**src/rtl/sys_array_feeder_if.sv**
```systemverilog
// Vector stream into the systolic-array feeder: one ROWS-lane sample
// vector per transfer over a valid/ready handshake.
interface sys_array_feeder_if #(
    parameter int ROWS       = 4,
    parameter int DATA_WIDTH = 8
);
    logic                         vec_valid;
    logic [ROWS*DATA_WIDTH-1:0]   vec_data;
    logic                         vec_ready;

    modport master (output vec_valid, output vec_data, input vec_ready);
    modport slave  (input vec_valid, input vec_data, output vec_ready);
endinterface

```
**src/rtl/sys_array_feeder.sv**
```systemverilog
// Systolic-array feeder: latches a weight set, pulses param_load, then streams
// input vectors onto the array's left edge with per-lane diagonal skew and a zero drain.
module sys_array_feeder #(
    parameter int DATA_WIDTH  = 8,
    parameter int ROWS        = 4,
    parameter int COLS        = 4,
    parameter int MAX_VECTORS = 16,
    parameter int CNT_W       = $clog2(MAX_VECTORS + 1)
) (
    input  logic                            clk,
    input  logic                            reset,
    input  logic                            start,
    input  logic [CNT_W-1:0]                num_vectors,
    input  logic [ROWS*COLS*DATA_WIDTH-1:0] param_in,
    sys_array_feeder_if.slave               vec_if,
    output logic                            param_load,
    output logic [ROWS*COLS*DATA_WIDTH-1:0] param_data,
    output logic [ROWS*DATA_WIDTH-1:0]      array_data,
    output logic [ROWS-1:0]                 array_valid,
    output logic                            busy,
    output logic                            done
);
    localparam logic [1:0] IDLE  = 2'd0;
    localparam logic [1:0] LOAD  = 2'd1;
    localparam logic [1:0] FEED  = 2'd2;
    localparam logic [1:0] DRAIN = 2'd3;

    localparam int DRAIN_LEN = ROWS + COLS - 1;
    localparam int DRN_W     = $clog2(ROWS + COLS);

    logic [1:0]       state;
    logic [CNT_W-1:0] n_reg;
    logic [CNT_W-1:0] acc_cnt;
    logic [CNT_W-1:0] n_clamped;
    logic [DRN_W-1:0] drain_cnt;
    logic             fire;
    logic             shift_en;

    always_comb begin
        n_clamped = num_vectors;
        if (num_vectors > CNT_W'(MAX_VECTORS))
            n_clamped = CNT_W'(MAX_VECTORS);
    end

    assign vec_if.vec_ready = (state == FEED) && (acc_cnt < n_reg);
    assign fire             = vec_if.vec_valid && vec_if.vec_ready;
    assign shift_en         = (state == FEED) || (state == DRAIN);
    assign param_load       = (state == LOAD);
    assign busy             = (state != IDLE);

    always_ff @(posedge clk) begin
        if (reset) begin
            state      <= IDLE;
            n_reg      <= '0;
            acc_cnt    <= '0;
            drain_cnt  <= '0;
            param_data <= '0;
            done       <= 1'b0;
        end else begin
            done <= 1'b0;
            case (state)
                IDLE: begin
                    if (start) begin
                        if (num_vectors == '0) begin
                            done <= 1'b1;
                        end else begin
                            n_reg      <= n_clamped;
                            param_data <= param_in;
                            acc_cnt    <= '0;
                            state      <= LOAD;
                        end
                    end
                end
                LOAD: state <= FEED;
                FEED: begin
                    if (fire) begin
                        acc_cnt <= acc_cnt + CNT_W'(1);
                        if (acc_cnt + CNT_W'(1) == n_reg) begin
                            drain_cnt <= '0;
                            state     <= DRAIN;
                        end
                    end
                end
                DRAIN: begin
                    if (drain_cnt == DRN_W'(DRAIN_LEN - 1)) begin
                        done  <= 1'b1;
                        state <= IDLE;
                    end else begin
                        drain_cnt <= drain_cnt + DRN_W'(1);
                    end
                end
                default: state <= IDLE;
            endcase
        end
    end

    // Lane r is an (r+1)-deep shift chain; idle/load cycles flush it to zero.
    for (genvar r = 0; r < ROWS; r++) begin : g_lane
        logic [DATA_WIDTH-1:0] sd [0:r];
        logic [r:0]            sv;

        always_ff @(posedge clk) begin
            if (reset || !shift_en) begin
                for (int unsigned k = 0; k <= r; k++)
                    sd[k] <= '0;
                sv <= '0;
            end else begin
                sd[0] <= fire ? vec_if.vec_data[r*DATA_WIDTH +: DATA_WIDTH] : '0;
                sv[0] <= fire;
                for (int unsigned k = 1; k <= r; k++) begin
                    sd[k] <= sd[k-1];
                    sv[k] <= sv[k-1];
                end
            end
        end

        assign array_data[r*DATA_WIDTH +: DATA_WIDTH] = sd[r];
        assign array_valid[r]                         = sv[r];
    end
endmodule

```
**src/flat_wrapper.sv**
```systemverilog
// flat-port wrapper written by rule: the top's interface ports become plain ports
module sys_array_feeder_flat 
#(
    parameter int DATA_WIDTH  = 8,
    parameter int ROWS        = 4,
    parameter int COLS        = 4,
    parameter int MAX_VECTORS = 16,
    parameter int CNT_W       = $clog2(MAX_VECTORS + 1)
)
  (clk, reset, start, num_vectors, param_in, param_load, param_data, array_data, array_valid, busy, done, vec_if_vec_valid, vec_if_vec_data, vec_if_vec_ready);
  sys_array_feeder_if #(.ROWS(ROWS), .DATA_WIDTH(DATA_WIDTH)) vec_if_i ();
  input  logic clk;
  input  logic reset;
  input  logic start;
  input  logic [CNT_W-1:0] num_vectors;
  input  logic [ROWS*COLS*DATA_WIDTH-1:0] param_in;
  output logic param_load;
  output logic [ROWS*COLS*DATA_WIDTH-1:0] param_data;
  output logic [ROWS*DATA_WIDTH-1:0] array_data;
  output logic [ROWS-1:0] array_valid;
  output logic busy;
  output logic done;
  input wire logic [$bits(vec_if_i.vec_valid)-1:0] vec_if_vec_valid;
  input wire logic [$bits(vec_if_i.vec_data)-1:0] vec_if_vec_data;
  output wire logic [$bits(vec_if_i.vec_ready)-1:0] vec_if_vec_ready;
  assign vec_if_i.vec_valid = vec_if_vec_valid;
  assign vec_if_i.vec_data = vec_if_vec_data;
  assign vec_if_vec_ready = vec_if_i.vec_ready;
  sys_array_feeder #(.DATA_WIDTH(DATA_WIDTH), .ROWS(ROWS), .COLS(COLS), .MAX_VECTORS(MAX_VECTORS), .CNT_W(CNT_W)) u_core (.clk(clk), .reset(reset), .start(start), .num_vectors(num_vectors), .param_in(param_in), .vec_if(vec_if_i), .param_load(param_load), .param_data(param_data), .array_data(array_data), .array_valid(array_valid), .busy(busy), .done(done));
endmodule
```
**config.mk**
```make
export PLATFORM = sky130hd
export DESIGN_NAME = sys_array_feeder_flat
export DESIGN_NICKNAME = d
export VERILOG_FILES = /design/src/rtl/sys_array_feeder_if.sv /design/src/rtl/sys_array_feeder.sv /design/src/flat_wrapper.sv
export SDC_FILE = /design/constraint.sdc
export NUM_CORES = 1
export LEC_CHECK = 0
export CORE_ASPECT_RATIO = 1.2
export CORE_UTILIZATION = 29
export CTS_CLUSTER_DIAMETER = 120
export DETAILED_ROUTE_END_ITERATION = 10
export SLEW_MARGIN = 20
export SYNTH_ARGS = -nofsm -noshare
export SYNTH_HDL_FRONTEND = slang
export SYNTH_SLANG_ARGS = --single-unit
```
**constraint.sdc**
```tcl
create_clock -name clk -period 2.8 [get_ports clk]
set_input_delay 0.28 -clock clk [delete_from_list [all_inputs] [get_ports clk]]
set_output_delay 0.28 -clock clk [all_outputs]
set_load 0.01 [all_outputs]
```
==> implementation parameters, run 1 <==
Parameter                              Value

Yosys
  FF+latch count, synth ... 228
  Most common flop cell mapped by yosys ... dfxtp_1
  Syn_nets ... 1,073
  Number of enable flip-flop cells after synthesis ... 0
  Avg Inst Size Synth ... 8.80 um2
  Post-Syn Instances ... 892
  Summed instance area of the synthesized netlist ... roughly 8000 um2
  Sequential share of the synthesized area ... 58.2%
  Total of warnings raised by yosys ... 0
  Number of library cell types mapped by synthesis ... 40
  Fraction of registers with async set or reset after synthesis ... 0%

Cells and area
  Number of fill cells in the layout ... 2,534
  Antenna diode instance count ... 0
  Largest register by flop count ... u_core.param_data
  Largest register FFs ... about 130
  Final layout net count ... 1,363
  Area used by multi-input combinational logic ... about 2900 um2
  Largest registers ... u_core.param_data x128, u_core.g_lane.sd x80
  Layout area overhead ... 55.8%
  Layout cells sized above 1 ... 5.00%
  Area used by sequential logic in the layout ... 4560 um2
  Fraction of the core area covered by cells at the end of the flow ... a little under half

CTS
  Clock tree from TritonCTS ... yes
  Resized Gates After CTS ... 2
  Clock slew seen by the registers of the worst setup and hold paths ... 0.06 ns
  TritonCTS buffer count ... 25
  Skew-Pair Late Insertion Delay ... 0.53 ns
  CTS Hold Bufs ... 0
  Number of buffers inserted by post-CTS setup repair ... 0
  Number of buffers on the longest clock path ... 3
  Clock Sink Count ... about 230
  Maximum level of the CTS H-tree ... 1
  Root cell of the clock tree ... clkbuf_16

Setup path
  Max stage delay cell, worst path ... dfxtp_1
  WP depth ... 6
  Critical Path End ... vec_if_vec_ready
  Worst R2R End ... u_core.drain_cnt[1]
  Number of cells on the worst reg-to-reg path ... 8
  Startpoint of the lowest-slack register-to-register path ... u_core.n_reg[2]
  Kind of launch point of the worst setup path ... register
  Start point of the critical path ... u_core.n_reg[2]
  Peak fanout along the critical path ... 5
  Crit-path leading delay family ... flip-flops
  Data required time of the critical path ... 2.52 ns
  Critical path buffers and inverters ... 2
  Cells along the critical path ... inv_1 -> ha_1 -> o211a_1 -> o31a_1 -> nor4b_2 -> dlygate4sd2_1
  Data arrival, critical path ... ~2.2 ns
  Critical path capture point type ... output port
  Reg-to-reg setup timing slack ... around 0.31 ns
  Critical Path Max Stage Delay ... about 0.41 ns
  Path type of the worst setup path ... register to output port

Place
  Detailed placer's ending HPWL ... between 10 and 15 mm
  Final GP Congestion ... 0.803
  Placement-stage worst setup slack ... 0.343 ns
  Port Buffers ... 336

Route
  DRC violation count after routing ... 20
  1st-iter DRT viols ... 307
  Avg WL per Cell ... 14.4 um
  Vias after detailed routing ... 6,850
  Via/cell ratio ... between 4 and 5
  Total detailed-routing wirelength ... 22.2 mm
  Number of nets with antenna violations after detailed routing ... 0
  Number of search-and-repair iterations in the first detailed-routing pass ... 9

Power and ir drop
  Part of the total power dissipated in the clock network ... 35.2%
  Cell Pwr Density ... 802 nW/um2
  Combinational group share of total power ... 26.1%
  Maximum VDD drop ... 0.000461 V
  Leakage power total ... roughly 4.7 nW
  Power share of the sequential group ... 38.6%
  P_int ... 6.90 mW
  Switching portion of total power ... 29.6%
  Net switching component of the power ... 2.91 mW
  Total power after layout ... 9.81 mW

Job
  Number of violations of the max-capacitance limit ... 0

STA
  Slew Limit Headroom ... a little under two fifths
  Worst setup slack after layout ... 0.313 ns
  Number of pins with negative max-slew slack in the final report ... 0
  Setup clock skew after layout ... about 0.018 ns
  Worst-Margin Slew ... 0.925 ns
  Final Hold Viols ... 0
  Setup TNS after final layout ... 0 ns
  Final worst-path cycle share ... between 80 and 90%
  Setup Viol. Count Final ... 0
  Unrepaired setup endpoints after global routing ... false
  Shortest period the worst path allows ... around 2.5 ns
  Max Freq ... between 0.4 and 0.5 GHz

Global route
  Number of antenna violations at the first check in global routing ... 0
  Global-route wire length before repair ... between 30 and 40 mm
  Via count of the first global-routing pass ... 6,562
  Maximum number of pins on one net before global-route repair ... 84
  Total grt overflow ... 0
  Global-route total usage across every layer ... 15.6%

Status
  Violations in the final reports ... design-rule violations
  Result of the run ... finished, violations left

Floorplanning
  Die footprint ... about 28,000 um2
  Initial standard-cell utilization of the core ... 29.7%
  Core area ... 26,400 um2
  Site row count ... 65
  Chip Height ... about 180 um
  Number of top-level pins ... between 300 and 400
  Die Span X ... between 150 and 200 um

Min path
  Path category of the worst min-delay check ... input pin to register
## routing by layer
metal | vias to the layer above | track usage, % | routed length [um]
li1 | 3447 | - | -
met1 | 3096 | 18.5 | 8770
met2 | 266 | 26.4 | 10600
met3 | 41 | 5.13 | 2180
met4 | 0 | 5.31 | 613
met5 | - | 0 | 0
## layout make-up
cell class / count / area share [%]
Tap cell: 335 / 3.43
Sequential cell: 228 / 37.3
Multi-Input combinational cell: 572 / 23.4
Inverter: 10 / 0.307
Clock inverter: 14 / 1.61
Clock buffer: 32 / 5.58
Timing Repair Buffer: 345 / 28.3
## metrics by stage
stage                     instances  hold WS [ns]  instance area (um2)
final                          1536         0.296                12200
after global routing           1536         0.289                12200
after CTS                      1536         0.264                12200
after detailed placement       1490         0.411                11300
after global placement         1490         0.406                11300
after floorplan                 892         0.406                 7850
## kinds of logic (layout without fill, tap and decap cells)
kind of cell / count (synthesis) / count (layout) / synth area share (%)
mux: 1 / 1 / 0.128
xor+xnor: 5 / 5 / 0.558
buf+inv: 92 / 401 / 5.66
flops: 228 / 228 / 58.2
compound gates: 162 / 162 / 11.0
fa+ha+maj: 12 / 12 / 1.91
simple gates: 392 / 392 / 22.6
## worst register-to-register path, delay by kind of cell, from the launching register on
| family | cells | cell delay, ns |
|---|---|---|
| adders and majority gates | 1 | 0.28 |
| AOI/OAI and AO/OA | 5 | 1.26 |
| DFF | 1 | 0.41 |
| buffers and inverters | 1 | 0.08 |
| and+or+nand+nor | 1 | 0.39 |
## synthesized netlist by cell type, drive strengths merged, types with 4 or more instances
master    n  area (um2)
a21oi   142         714
nor2     14        52.6
nand2   268        1010
inv      10        37.5
buf      29         208
nor3b     4        30.0
ha       12         150
and3     34         214
clkbuf   53         199
nand3b    4        30.0
and2     51         319
o21ai     7        35.0
dfxtp   228        4560
## power by group through the flow
stage | combinational (mW) | sequential [mW] | clock [mW]
after global placement | 2.59 | 3.85 | 0
after global routing | 2.83 | 3.84 | 3.72
after floorplan | 1.08 | 4.01 | 0
after detailed placement | 2.59 | 3.86 | 0
after CTS | 2.61 | 3.79 | 3.58
final | 2.56 | 3.79 | 3.46
## worst min-delay path by stage
stage                                     from  cells after the start  slack [ns]                          to
floorplan            u_core.g_lane[1].sd[0][2]                      1        0.41  u_core.g_lane[1].sd[0][10]
global placement    u_core.g_lane[2].sd[0][11]                      1        0.41  u_core.g_lane[2].sd[0][19]
detailed placement   u_core.g_lane[2].sd[0][9]                      1        0.41  u_core.g_lane[2].sd[0][17]
CTS                               param_in[38]                      3        0.26       u_core.param_data[38]
global route                     param_in[116]                      3        0.29      u_core.param_data[116]
finish                           param_in[126]                      3        0.30      u_core.param_data[126]
## cell usage in the layout (no fill, tap or decap), drive strengths merged, types with 3 or more instances in the layout
cell type and count:
and2 51, and3 34, ha 12, clkbuf 32, buf 10, bufinv 4, nand3 3, nand3b 4
clkinvlp 3, clkdlybuf4s50 334, inv 11, o21ai 7, xnor2 3, clkinv 6, nand2 268, dfxtp 228
nand4b 3, nor3b 4, nor2 14, a21oi 142
Note: power is estimated with default switching activity, not from simulation.
==> run 2, diff against run 1 <==
TNS_END_PERCENT = 5   (was not set)
==> results of run 2 <==
No change in the layout: final DEF, timing and power equal those of run 1.
